**src/rtl/uart_rx_fifo.sv**
```systemverilog
`default_nettype none
// ============================================================================
// Module   : uart_rx_fifo
// Brief    : First-word-fall-through byte FIFO between uart_rx and the CPU
//            peripheral bus. Optional interrupt request is compiled in when
//            UART_RX_FIFO_IRQ_EN is defined.
// Revision : 1.0  initial release
// ============================================================================
module uart_rx_fifo #(
    parameter int DEPTH     = 16,
    parameter int ADDR_W    = 4,
    parameter int IRQ_LEVEL = 1
) (
    input  logic              clk,
    input  logic              reset,
    input  logic              rx_dv,
    input  logic [7:0]        rx_byte,
    input  logic              rd,
    output logic [7:0]        rd_data,
    output logic              empty,
    output logic              full,
    output logic [ADDR_W:0]   count,
    output logic              overrun,
    input  logic              clr_overrun,
    input  logic              irq_en,
    output logic              irq
);

    localparam logic [ADDR_W:0] C_DEPTH = (ADDR_W+1)'(DEPTH);

    logic [7:0]        r_mem [DEPTH];
    logic [ADDR_W-1:0] r_wp;
    logic [ADDR_W-1:0] r_rp;
    logic [ADDR_W:0]   r_count;
    logic              r_overrun;

    logic              w_empty;
    logic              w_full;
    logic              w_pop;
    logic              w_push;
    logic              w_drop;
    logic [ADDR_W:0]   w_count_next;
    logic              w_overrun_next;

    // Flags come from the count register only, never from the strobes.
    assign w_empty = (r_count == '0);
    assign w_full  = (r_count == C_DEPTH);

    // A pop frees a slot in the same cycle, so a push while full is still taken.
    assign w_pop  = rd & ~w_empty;
    assign w_push = rx_dv & (~w_full | w_pop);
    assign w_drop = rx_dv & ~w_push;

    always_comb begin
        w_count_next = r_count;
        if (w_push && !w_pop) begin
            w_count_next = r_count + 1'b1;
        end else if (w_pop && !w_push) begin
            w_count_next = r_count - 1'b1;
        end
    end

    // Set beats clear when both happen in one cycle.
    assign w_overrun_next = w_drop | (r_overrun & ~clr_overrun);

    always_ff @(posedge clk) begin
        if (reset) begin
            r_wp      <= '0;
            r_rp      <= '0;
            r_count   <= '0;
            r_overrun <= 1'b0;
        end else begin
            if (w_push) begin
                r_wp <= r_wp + 1'b1;
            end
            if (w_pop) begin
                r_rp <= r_rp + 1'b1;
            end
            r_count   <= w_count_next;
            r_overrun <= w_overrun_next;
        end
    end

    // Storage is deliberately left out of reset.
    always_ff @(posedge clk) begin
        if (w_push && !reset) begin
            r_mem[r_wp] <= rx_byte;
        end
    end

    assign rd_data = w_empty ? 8'h00 : r_mem[r_rp];
    assign empty   = w_empty;
    assign full    = w_full;
    assign count   = r_count;
    assign overrun = r_overrun;

`ifdef UART_RX_FIFO_IRQ_EN
    localparam logic [ADDR_W:0] C_IRQ_LEVEL = (ADDR_W+1)'(IRQ_LEVEL);

    logic r_irq;

    always_ff @(posedge clk) begin
        if (reset) begin
            r_irq <= 1'b0;
        end else begin
            r_irq <= irq_en & ((w_count_next >= C_IRQ_LEVEL) | w_overrun_next);
        end
    end

    assign irq = r_irq;
`else
    logic w_unused_irq_en;
    assign w_unused_irq_en = irq_en;
    assign irq             = 1'b0;
`endif

endmodule
`default_nettype wire

```
**config.mk**
```make
export PLATFORM = sky130hd
export DESIGN_NAME = uart_rx_fifo
export DESIGN_NICKNAME = d
export VERILOG_FILES = /design/src/rtl/uart_rx_fifo.sv
export SDC_FILE = /design/constraint.sdc
export NUM_CORES = 1
export LEC_CHECK = 0
export BUFFER_PORTS_ARGS = -buffer_cell sky130_fd_sc_hd__buf_4
export CAP_MARGIN = 0
export CORE_MARGIN = 4
export CORE_UTILIZATION = 45
export DETAILED_ROUTE_END_ITERATION = 10
export GPL_TIMING_DRIVEN = 0
export PLACE_DENSITY = 0.59
export SLEW_MARGIN = 20
export SYNTH_ARGS = -nofsm -noshare
export SYNTH_HDL_FRONTEND = slang
export SYNTH_SLANG_ARGS = --single-unit
```
**constraint.sdc**
```tcl
create_clock -name clk -period 3.35 [get_ports clk]
set_clock_uncertainty 0.1 [all_clocks]
set_input_delay 0.335 -clock clk [delete_from_list [all_inputs] [get_ports clk]]
set_output_delay 0.335 -clock clk [all_outputs]
set_load 0.005 [all_outputs]
```
==> qor.json, run 1 <==
{
  "outcome": {"value": "complete, no violations"},
  "synthesis.area": {"value": 5940, "unit": "um2"},
  "max_slew.worst_pin.slew": {"value": 1.03, "unit": "ns"},
  "detailed_place.area": {"value": 6390, "unit": "um2"},
  "n_antenna_cell": {"value": 0},
  "r2r-end": {"value": "count[4]"},
  "port-buffer-count": {"value": 28},
  "worstRegToRegCells": {"value": 12},
  "synth-seq-area-share": {"value": 70.7, "unit": "%"},
  "post_route_cells_drive_above_1_share": {"value": 30.6, "unit": "%"},
  "power.leakage": {"value": 2.29, "unit": "nW"},
  "initial_utilization": {"value": 46.5, "unit": "%"},
  "worst_hold_startpoint": {"value": "clr_overrun"},
  "yosys.area.top_type": {"value": "sky130_fd_sc_hd__edfxtp_1"},
  "clkLatencyLatePin": {"value": 0.41, "unit": "ns"},
  "ff2ff_setup_slack": {"value": 0.19, "unit": "ns"},
  "timing.setup.critical_path_class": {"value": "flip-flop to flip-flop"},
  "route.detailed.vias_per_inst": {"value": 5.39},
  "cap_violations": {"value": 0},
  "drt_iter0_markers": {"value": 199},
  "yosysMostFrequentCell": {"value": "sky130_fd_sc_hd__edfxtp_1"},
  "grt_overflow": {"value": 0},
  "detailed_place_hpwl": {"value": 7.60, "unit": "mm"},
  "hp-class": {"value": "input port to flip-flop"},
  "wl_per_cell": {"value": 20.7, "unit": "um"},
  "vdd_drop_max": {"value": 444, "unit": "uV"},
  "synth.ff_latch_count": {"value": 146},
  "mappedNetlistNets": {"value": 349},
  "yosys-top-cells-area": {"value": "sky130_fd_sc_hd__edfxtp_1 65%, sky130_fd_sc_hd__mux4_2 12%, sky130_fd_sc_hd__dfxtp_1 6.1%, sky130_fd_sc_hd__a211oi_1 2.1%, sky130_fd_sc_hd__ha_1 1.9%"},
  "final_period_minus_worst_setup_slack": {"value": 3.16, "unit": "ns"},
  "fmax": {"value": 317, "unit": "MHz"},
  "async_flop_share": {"value": 0, "unit": "%"},
  "multi_input_area": {"value": 1640, "unit": "um2"},
  "timing.critical_path.to_type": {"value": "flip-flop"},
  "clock_tree.buffer_depth": {"value": 2},
  "num-fill-cells": {"value": 1004},
  "setup_tns": {"value": 0, "unit": "ns"},
  "area_growth": {"value": 16.9, "unit": "%"},
  "whs": {"value": 0.101, "unit": "ns"},
  "synthDominantCellAreaShare": {"value": 64.7, "unit": "%"},
  "synth.distinct_cells": {"value": 41},
  "die-height": {"value": 123, "unit": "um"},
  "gpl.final_weighted_congestion": {"value": 0.780},
  "floorplan.rows": {"value": 41},
  "yosysWarnings": {"value": 0},
  "antenna_left": {"value": 0},
  "synthFlopType": {"value": "sky130_fd_sc_hd__edfxtp_1"},
  "drtPass1Iterations": {"value": 4},
  "nNetsFinal": {"value": 397},
  "dieArea": {"value": 15100, "unit": "um2"},
  "cts-buffers-inserted": {"value": 17},
  "register_area": {"value": 4200, "unit": "um2"},
  "final_core_utilization": {"value": 54.4, "unit": "%"},
  "residual_drc_count": {"value": 0},
  "worstPathArrival": {"value": 3.35, "unit": "ns"},
  "cts_h_tree_depth": {"value": 4},
  "clkSinkCount": {"value": 146},
  "synthCells": {"value": 325},
  "routed_wl": {"value": 11.5, "unit": "mm"},
  "clock-root-buffer": {"value": "sky130_fd_sc_hd__clkbuf_16"},
  "power-per-cell-area": {"value": 719, "unit": "nW/um2"},
  "grt_use_total": {"value": 16.7, "unit": "%"},
  "hold_viol": {"value": 0},
  "cp.required": {"value": 3.54, "unit": "ns"},
  "whs_path_depth": {"value": 3},
  "grt_antenna_before_repair": {"value": 0},
  "layout.cell_area.non_filler": {"value": 6950, "unit": "um2"},
  "tritoncts": {"value": "done"},
  "top_level_ports": {"value": 31},
  "number_of_instances_in_the_placed_design": {"value": 525},
  "critical_path.max_fanout": {"value": 6},
  "period_share": {"value": 94.2, "unit": "%"},
  "final-instance-count-excl-fill": {"value": 558},
  "total_number_of_vias": {"value": 3005},
  "clk_pin_slew": {"value": 0.06, "unit": "ns"},
  "crit_path_launch_type": {"value": "flip-flop"},
  "syn-mean-instance-area": {"value": 18.3, "unit": "um2"},
  "final-setup-viol-count": {"value": 0},
  "maxSlewHeadroom": {"value": 30.9, "unit": "%"},
  "synth.top_cells.by_count": {"value": "128 x sky130_fd_sc_hd__edfxtp_1, 32 x sky130_fd_sc_hd__mux4_2, 27 x sky130_fd_sc_hd__nor2_1"},
  "grt_first_pass_wirelength": {"value": 18.0, "unit": "mm"},
  "min_to": {"value": "overrun"},
  "number_of_global_route_vias_before_repair": {"value": 3228},
  "synth_enable_flop_cells": {"value": 128},
  "worst_r2r_startpoint": {"value": "count[0]"},
  "die-width": {"value": 123, "unit": "um"},
  "report.final.slew_viol_count": {"value": 0},
  "total_core_area": {"value": 12800, "unit": "um2"},
  "grt_max_degree": {"value": 17},
  "unrepaired_setup_endpoints_after_global_routing": {"value": "no"}
}
registers in the layout, summed over array words and instances (netlist names), named ones only:
name / count
r_wp: 4
overrun: 1
r_rp: 4
r_mem: 128
count: 5
where the power goes:
group,total (mW),switching [mW],leakage [nW],internal [mW]
combinational,1.14,0.583,0.727,0.561
sequential,2.10,0.0526,1.30,2.04
clock,1.76,0.687,0.263,1.07
total,5.00,1.32,2.29,3.68
kinds of logic (layout without fill, tap and decap cells):
group	count (synthesis)	after routing	synth area share, %
adder cells (fa/ha/maj)	10	10	2.23
flip-flops	146	146	70.7
AND/OR/NAND/NOR	62	62	5.68
XOR/XNOR	6	6	1.01
multiplexers	43	43	14.0
other	1	1	0.0631
AO/OA/AOI/OAI	32	32	4.15
buffers and inverters	25	86	2.15
worst max-delay path by stage:
stage | start | to | slack, ns | depth (start not counted)
finish | count[0] | count[4] | 0.19 | 12
global route | count[0] | count[4] | 0.04 | 12
CTS | count[0] | count[4] | 0.03 | 12
detailed placement | count[0] | count[4] | 0.07 | 12
global placement | count[0] | count[4] | 0.08 | 12
floorplan | count[0] | count[4] | 0.38 | 12
through the flow:
| step | power (mW) | setup slack (ns) |
|---|---|---|
| after floorplan | 2.88 | 0.379 |
| after global placement | 3.26 | 0.0805 |
| after detailed placement | 3.28 | 0.0697 |
| after CTS | 5.05 | 0.0282 |
| after global routing | 5.24 | 0.0391 |
| final | 5.00 | 0.193 |
what timing repair did:
action,CTS,global route
endpoints found under the setup margin,0,2
setup buffers,0,1
gates resized for setup,0,2
hold buffers,0,0
placed cells by master, fill, tap and decap left out, types with 3 or more instances in the layout:
cell type,count
sky130_fd_sc_hd__edfxtp_1,128
sky130_fd_sc_hd__buf_4,32
sky130_fd_sc_hd__mux4_2,32
sky130_fd_sc_hd__nor2_1,27
sky130_fd_sc_hd__dfxtp_1,18
sky130_fd_sc_hd__a211oi_1,17
sky130_fd_sc_hd__clkbuf_16,17
sky130_fd_sc_hd__mux2i_1,10
sky130_fd_sc_hd__ha_1,9
sky130_fd_sc_hd__buf_2,8
sky130_fd_sc_hd__nor2b_1,8
sky130_fd_sc_hd__clkbuf_1,7
sky130_fd_sc_hd__nand2b_1,5
sky130_fd_sc_hd__clkinv_1,5
sky130_fd_sc_hd__inv_1,4
sky130_fd_sc_hd__nand2_1,4
sky130_fd_sc_hd__nor3_2,4
sky130_fd_sc_hd__xor2_1,4
sky130_fd_sc_hd__a21oi_1,4
sky130_fd_sc_hd__clkinv_2,4
sky130_fd_sc_hd__o21ai_2,3
sky130_fd_sc_hd__a21oi_2,3
sky130_fd_sc_hd__or3_1,3
sky130_fd_sc_hd__clkinvlp_4,3
final cells by class:
type	instances	share of cell area [%]
sequential	146	60.5
clock inverter	14	1.75
multi-input combinational	154	23.5
tap	172	3.10
inverter	6	0.396
buffer	19	1.44
clock buffer	18	6.17
timing repair buffer	29	3.13
layer usage:
layer,up-vias,wire length [um],global-route usage (%),part of all wire [%]
met4,0,125,5.46,1.1
met3,11,539,5.12,4.7
met1,1543,5130,22.1,44
li1,1382,-,-,-
met5,-,0,0,0
met2,69,5740,26.7,50
worst max-delay path, stage by stage (launching register included):
cell,delay [ns]
sky130_fd_sc_hd__dfxtp_1,0.37
sky130_fd_sc_hd__or4_1,0.55
sky130_fd_sc_hd__buf_2,0.19
sky130_fd_sc_hd__o31ai_4,0.23
sky130_fd_sc_hd__buf_6,0.16
sky130_fd_sc_hd__inv_6,0.05
sky130_fd_sc_hd__ha_1,0.21
sky130_fd_sc_hd__inv_2,0.11
sky130_fd_sc_hd__ha_1,0.28
sky130_fd_sc_hd__a21oi_2,0.16
sky130_fd_sc_hd__a211oi_1,0.09
sky130_fd_sc_hd__a31oi_1,0.20
sky130_fd_sc_hd__mux2_2,0.35
Power figures use the tool's default switching activity.
==> run 2, diff against run 1 <==
--- a/config.mk
+++ b/config.mk
@@ -8,10 +8,10 @@
 export BUFFER_PORTS_ARGS = -buffer_cell sky130_fd_sc_hd__buf_4
 export CAP_MARGIN = 0
 export CORE_MARGIN = 4
-export CORE_UTILIZATION = 45
+export CORE_UTILIZATION = 40
 export DETAILED_ROUTE_END_ITERATION = 10
 export GPL_TIMING_DRIVEN = 0
-export PLACE_DENSITY = 0.59
+export PLACE_DENSITY = 0.53
 export SLEW_MARGIN = 20
 export SYNTH_ARGS = -nofsm -noshare
 export SYNTH_HDL_FRONTEND = slang
==> run 2 against run 1 <==
Global-route usage decreased by 1.3 points. Flip-flop and latch count unchanged. Utilization decreased by 6.1 points. Power increased by 0.45%. Sequential share of layout area decreased by 0.67 points. Combinational power about the same. Die area increased by 12%. First-iteration DRC count increased by 2.0%. Cell area increased by 1.1%. Highest routed layer unchanged.
==> qor.json, run 2 (synthesis gave the netlist of run 1 again) <==
{
  "grt_overflow": {"value": 0},
  "worst_hold_startpoint": {"value": "clr_overrun"},
  "post_route_cells_drive_above_1_share": {"value": 32.2, "unit": "%"},
  "multi_input_area": {"value": 1640, "unit": "um2"},
  "globalRoute.busiestLayer": {"value": "met2"},
  "met1_usage": {"value": 20.3, "unit": "%"},
  "worstRegToRegCells": {"value": 12},
  "total_switching_power": {"value": 1.33, "unit": "mW"},
  "critical_path.max_fanout": {"value": 9},
  "register_area": {"value": 4200, "unit": "um2"},
  "worst_r2r_startpoint": {"value": "count[0]"},
  "clkLatencyLatePin": {"value": 0.43, "unit": "ns"},
  "hold_viol": {"value": 0},
  "place_worst_setup_slack": {"value": 0.0479, "unit": "ns"},
  "max_slew.worst_pin.slew": {"value": 0.971, "unit": "ns"},
  "unrepaired_setup_endpoints_after_global_routing": {"value": "no"},
  "n_antenna_cell": {"value": 0},
  "fmax": {"value": 316, "unit": "MHz"},
  "num-fill-cells": {"value": 1275},
  "worstPathArrival": {"value": 3.39, "unit": "ns"},
  "grt_use_met3": {"value": 5.24, "unit": "%"},
  "layout_common_cells": {"value": "128 x sky130_fd_sc_hd__edfxtp_1, 40 x sky130_fd_sc_hd__buf_4, 32 x sky130_fd_sc_hd__mux4_2, 27 x sky130_fd_sc_hd__nor2_1, 18 x sky130_fd_sc_hd__dfxtp_1"},
  "route.detailed.vias_per_inst": {"value": 5.24},
  "initial_utilization": {"value": 40.9, "unit": "%"},
  "largest_register_ff_count": {"value": 128},
  "setup_slack": {"value": 0.185, "unit": "ns"},
  "whs_path_depth": {"value": 3},
  "min_to": {"value": "overrun"},
  "drt_iter0_markers": {"value": 203},
  "hold_buffer_count_at_cts": {"value": 0},
  "ff2ff_setup_slack": {"value": 0.18, "unit": "ns"},
  "power.combinational.fraction": {"value": 22.8, "unit": "%"},
  "area_growth": {"value": 18.2, "unit": "%"},
  "gpl.final_weighted_congestion": {"value": 0.755},
  "hp-class": {"value": "input port to flip-flop"},
  "wl_per_cell": {"value": 20.5, "unit": "um"},
  "power.leakage": {"value": 2.34, "unit": "nW"},
  "clkSinkCount": {"value": 146},
  "grt_max_degree": {"value": 17},
  "drtPass1Iterations": {"value": 4},
  "grtUsageMet2": {"value": 24.3, "unit": "%"},
  "cts_h_tree_depth": {"value": 4},
  "tritoncts": {"value": "done"},
  "number_of_global_route_vias_before_repair": {"value": 3233},
  "die-height": {"value": 130, "unit": "um"},
  "grt_use_total": {"value": 15.4, "unit": "%"},
  "clk_pin_slew": {"value": 0.06, "unit": "ns"},
  "grt_first_pass_wirelength": {"value": 18.5, "unit": "mm"},
  "mostFrequentLayoutCell": {"value": "sky130_fd_sc_hd__edfxtp_1"},
  "top_level_ports": {"value": 31},
  "r2r-end": {"value": "count[4]"},
  "total_number_of_vias": {"value": 3030},
  "outcome": {"value": "complete, no violations"},
  "max_flop_register": {"value": "r_mem"},
  "port-buffer-count": {"value": 28},
  "floorplan.rows": {"value": 44},
  "nNetsFinal": {"value": 405},
  "cell_internal_pwr": {"value": 3.69, "unit": "mW"},
  "maxSlewHeadroom": {"value": 35.0, "unit": "%"},
  "grt_antenna_before_repair": {"value": 0},
  "clkPwrFrac": {"value": 35.5, "unit": "%"},
  "netSwitchingFraction": {"value": 26.6, "unit": "%"},
  "detailed_place_hpwl": {"value": 7.99, "unit": "mm"},
  "routed_wl": {"value": 11.8, "unit": "mm"},
  "clock_tree.buffer_depth": {"value": 2},
  "final_period_minus_worst_setup_slack": {"value": 3.17, "unit": "ns"},
  "dieArea": {"value": 16900, "unit": "um2"},
  "cp.required": {"value": 3.57, "unit": "ns"},
  "sequential_group_share_of_total_power": {"value": 41.7, "unit": "%"},
  "cap_violations": {"value": 0},
  "cts-buffers-inserted": {"value": 17},
  "timing.critical_path.to_type": {"value": "flip-flop"},
  "clock-root-buffer": {"value": "sky130_fd_sc_hd__clkbuf_16"},
  "timing.setup.critical_path_class": {"value": "flip-flop to flip-flop"},
  "antenna_left": {"value": 0},
  "total_core_area": {"value": 14500, "unit": "um2"},
  "report.final.slew_viol_count": {"value": 0},
  "final-setup-viol-count": {"value": 0},
  "vdd_drop_max": {"value": 390, "unit": "uV"},
  "die-width": {"value": 130, "unit": "um"},
  "setup_tns": {"value": 0, "unit": "ns"},
  "crit_path_launch_type": {"value": "flip-flop"},
  "residual_drc_count": {"value": 0},
  "period_share": {"value": 94.5, "unit": "%"},
  "power-per-cell-area": {"value": 715, "unit": "nW/um2"}
}
-- run 2: changes by cell type in the layout (fill, tap and decap cells not counted) --
cell	change
sky130_fd_sc_hd__buf_4	+8
sky130_fd_sc_hd__clkbuf_1	+2
sky130_fd_sc_hd__clkinv_1	-3
sky130_fd_sc_hd__clkinv_2	+1
sky130_fd_sc_hd__clkinv_4	+1
sky130_fd_sc_hd__clkinvlp_4	-1
-- run 2: stage by stage --
stage | hold WS, ns | utilization [%] | instances | area, um2 | power [mW]
6_report | 0.0677 | 48.4 | 578 | 7030 | 5.02
5_1_grt | 0.0635 | 48.4 | 578 | 7030 | 5.28
4_1_cts | 0.0542 | 48.1 | 573 | 6990 | 5.07
3_5_place_dp | 0.367 | 44.3 | 541 | 6430 | 3.29
3_3_place_gp | 0.364 | 43.9 | 537 | 6380 | 3.27
2_1_floorplan | 0.334 | - | 325 | 5940 | 2.88
-- run 2: worst max-delay path by stage --
stage / end / depth (start not counted) / startpoint / slack [ns]
floorplan: count[4] / 12 / count[0] / 0.38
global placement: count[4] / 12 / count[0] / 0.08
detailed placement: count[4] / 12 / count[0] / 0.05
CTS: count[4] / 12 / count[0] / 0.04
global route: count[4] / 12 / count[0] / 0.02
finish: count[4] / 12 / count[0] / 0.18
-- run 2: cell type report --
| cell class | count | share of cell area (%) |
|---|---|---|
| sequential | 146 | 59.8 |
| multi-input combinational | 154 | 23.3 |
| clock buffer | 20 | 6.21 |
| timing repair buffer | 37 | 3.95 |
| tap | 184 | 3.28 |
| clock inverter | 12 | 1.66 |
| buffer | 19 | 1.42 |
| inverter | 6 | 0.392 |
-- run 2: per-layer routing --
layer | wire length [um] | vias to the layer above
li1 | - | 1405
met1 | 5320 | 1559
met2 | 5890 | 59
met3 | 545 | 7
met4 | 77 | 0
met5 | 0 | -
-- run 2: critical path: stages, from the launching register on --
cell	delay, ns
sky130_fd_sc_hd__dfxtp_1	0.37
sky130_fd_sc_hd__or4_1	0.54
sky130_fd_sc_hd__buf_2	0.19
sky130_fd_sc_hd__o31ai_4	0.21
sky130_fd_sc_hd__buf_6	0.18
sky130_fd_sc_hd__inv_6	0.06
sky130_fd_sc_hd__ha_1	0.20
sky130_fd_sc_hd__inv_2	0.11
sky130_fd_sc_hd__ha_1	0.27
sky130_fd_sc_hd__a21oi_1	0.18
sky130_fd_sc_hd__a211oi_1	0.09
sky130_fd_sc_hd__a31oi_1	0.19
sky130_fd_sc_hd__mux2_2	0.35
-- run 2: repair_timing --
item                                    CTS  global route
endpoints found under the setup margin    0             2
resized for setup                         0             2
buffers inserted                          0             5
-- run 2: power groups by stage --
stage                     Combinational [mW]  Clock, mW  Sequential, mW
after floorplan                        0.756          0            2.12
after global placement                  1.14          0            2.13
after detailed placement                1.16          0            2.13
after CTS                               1.16       1.82            2.10
after global routing                    1.27       1.91            2.10
final                                   1.14       1.78            2.09
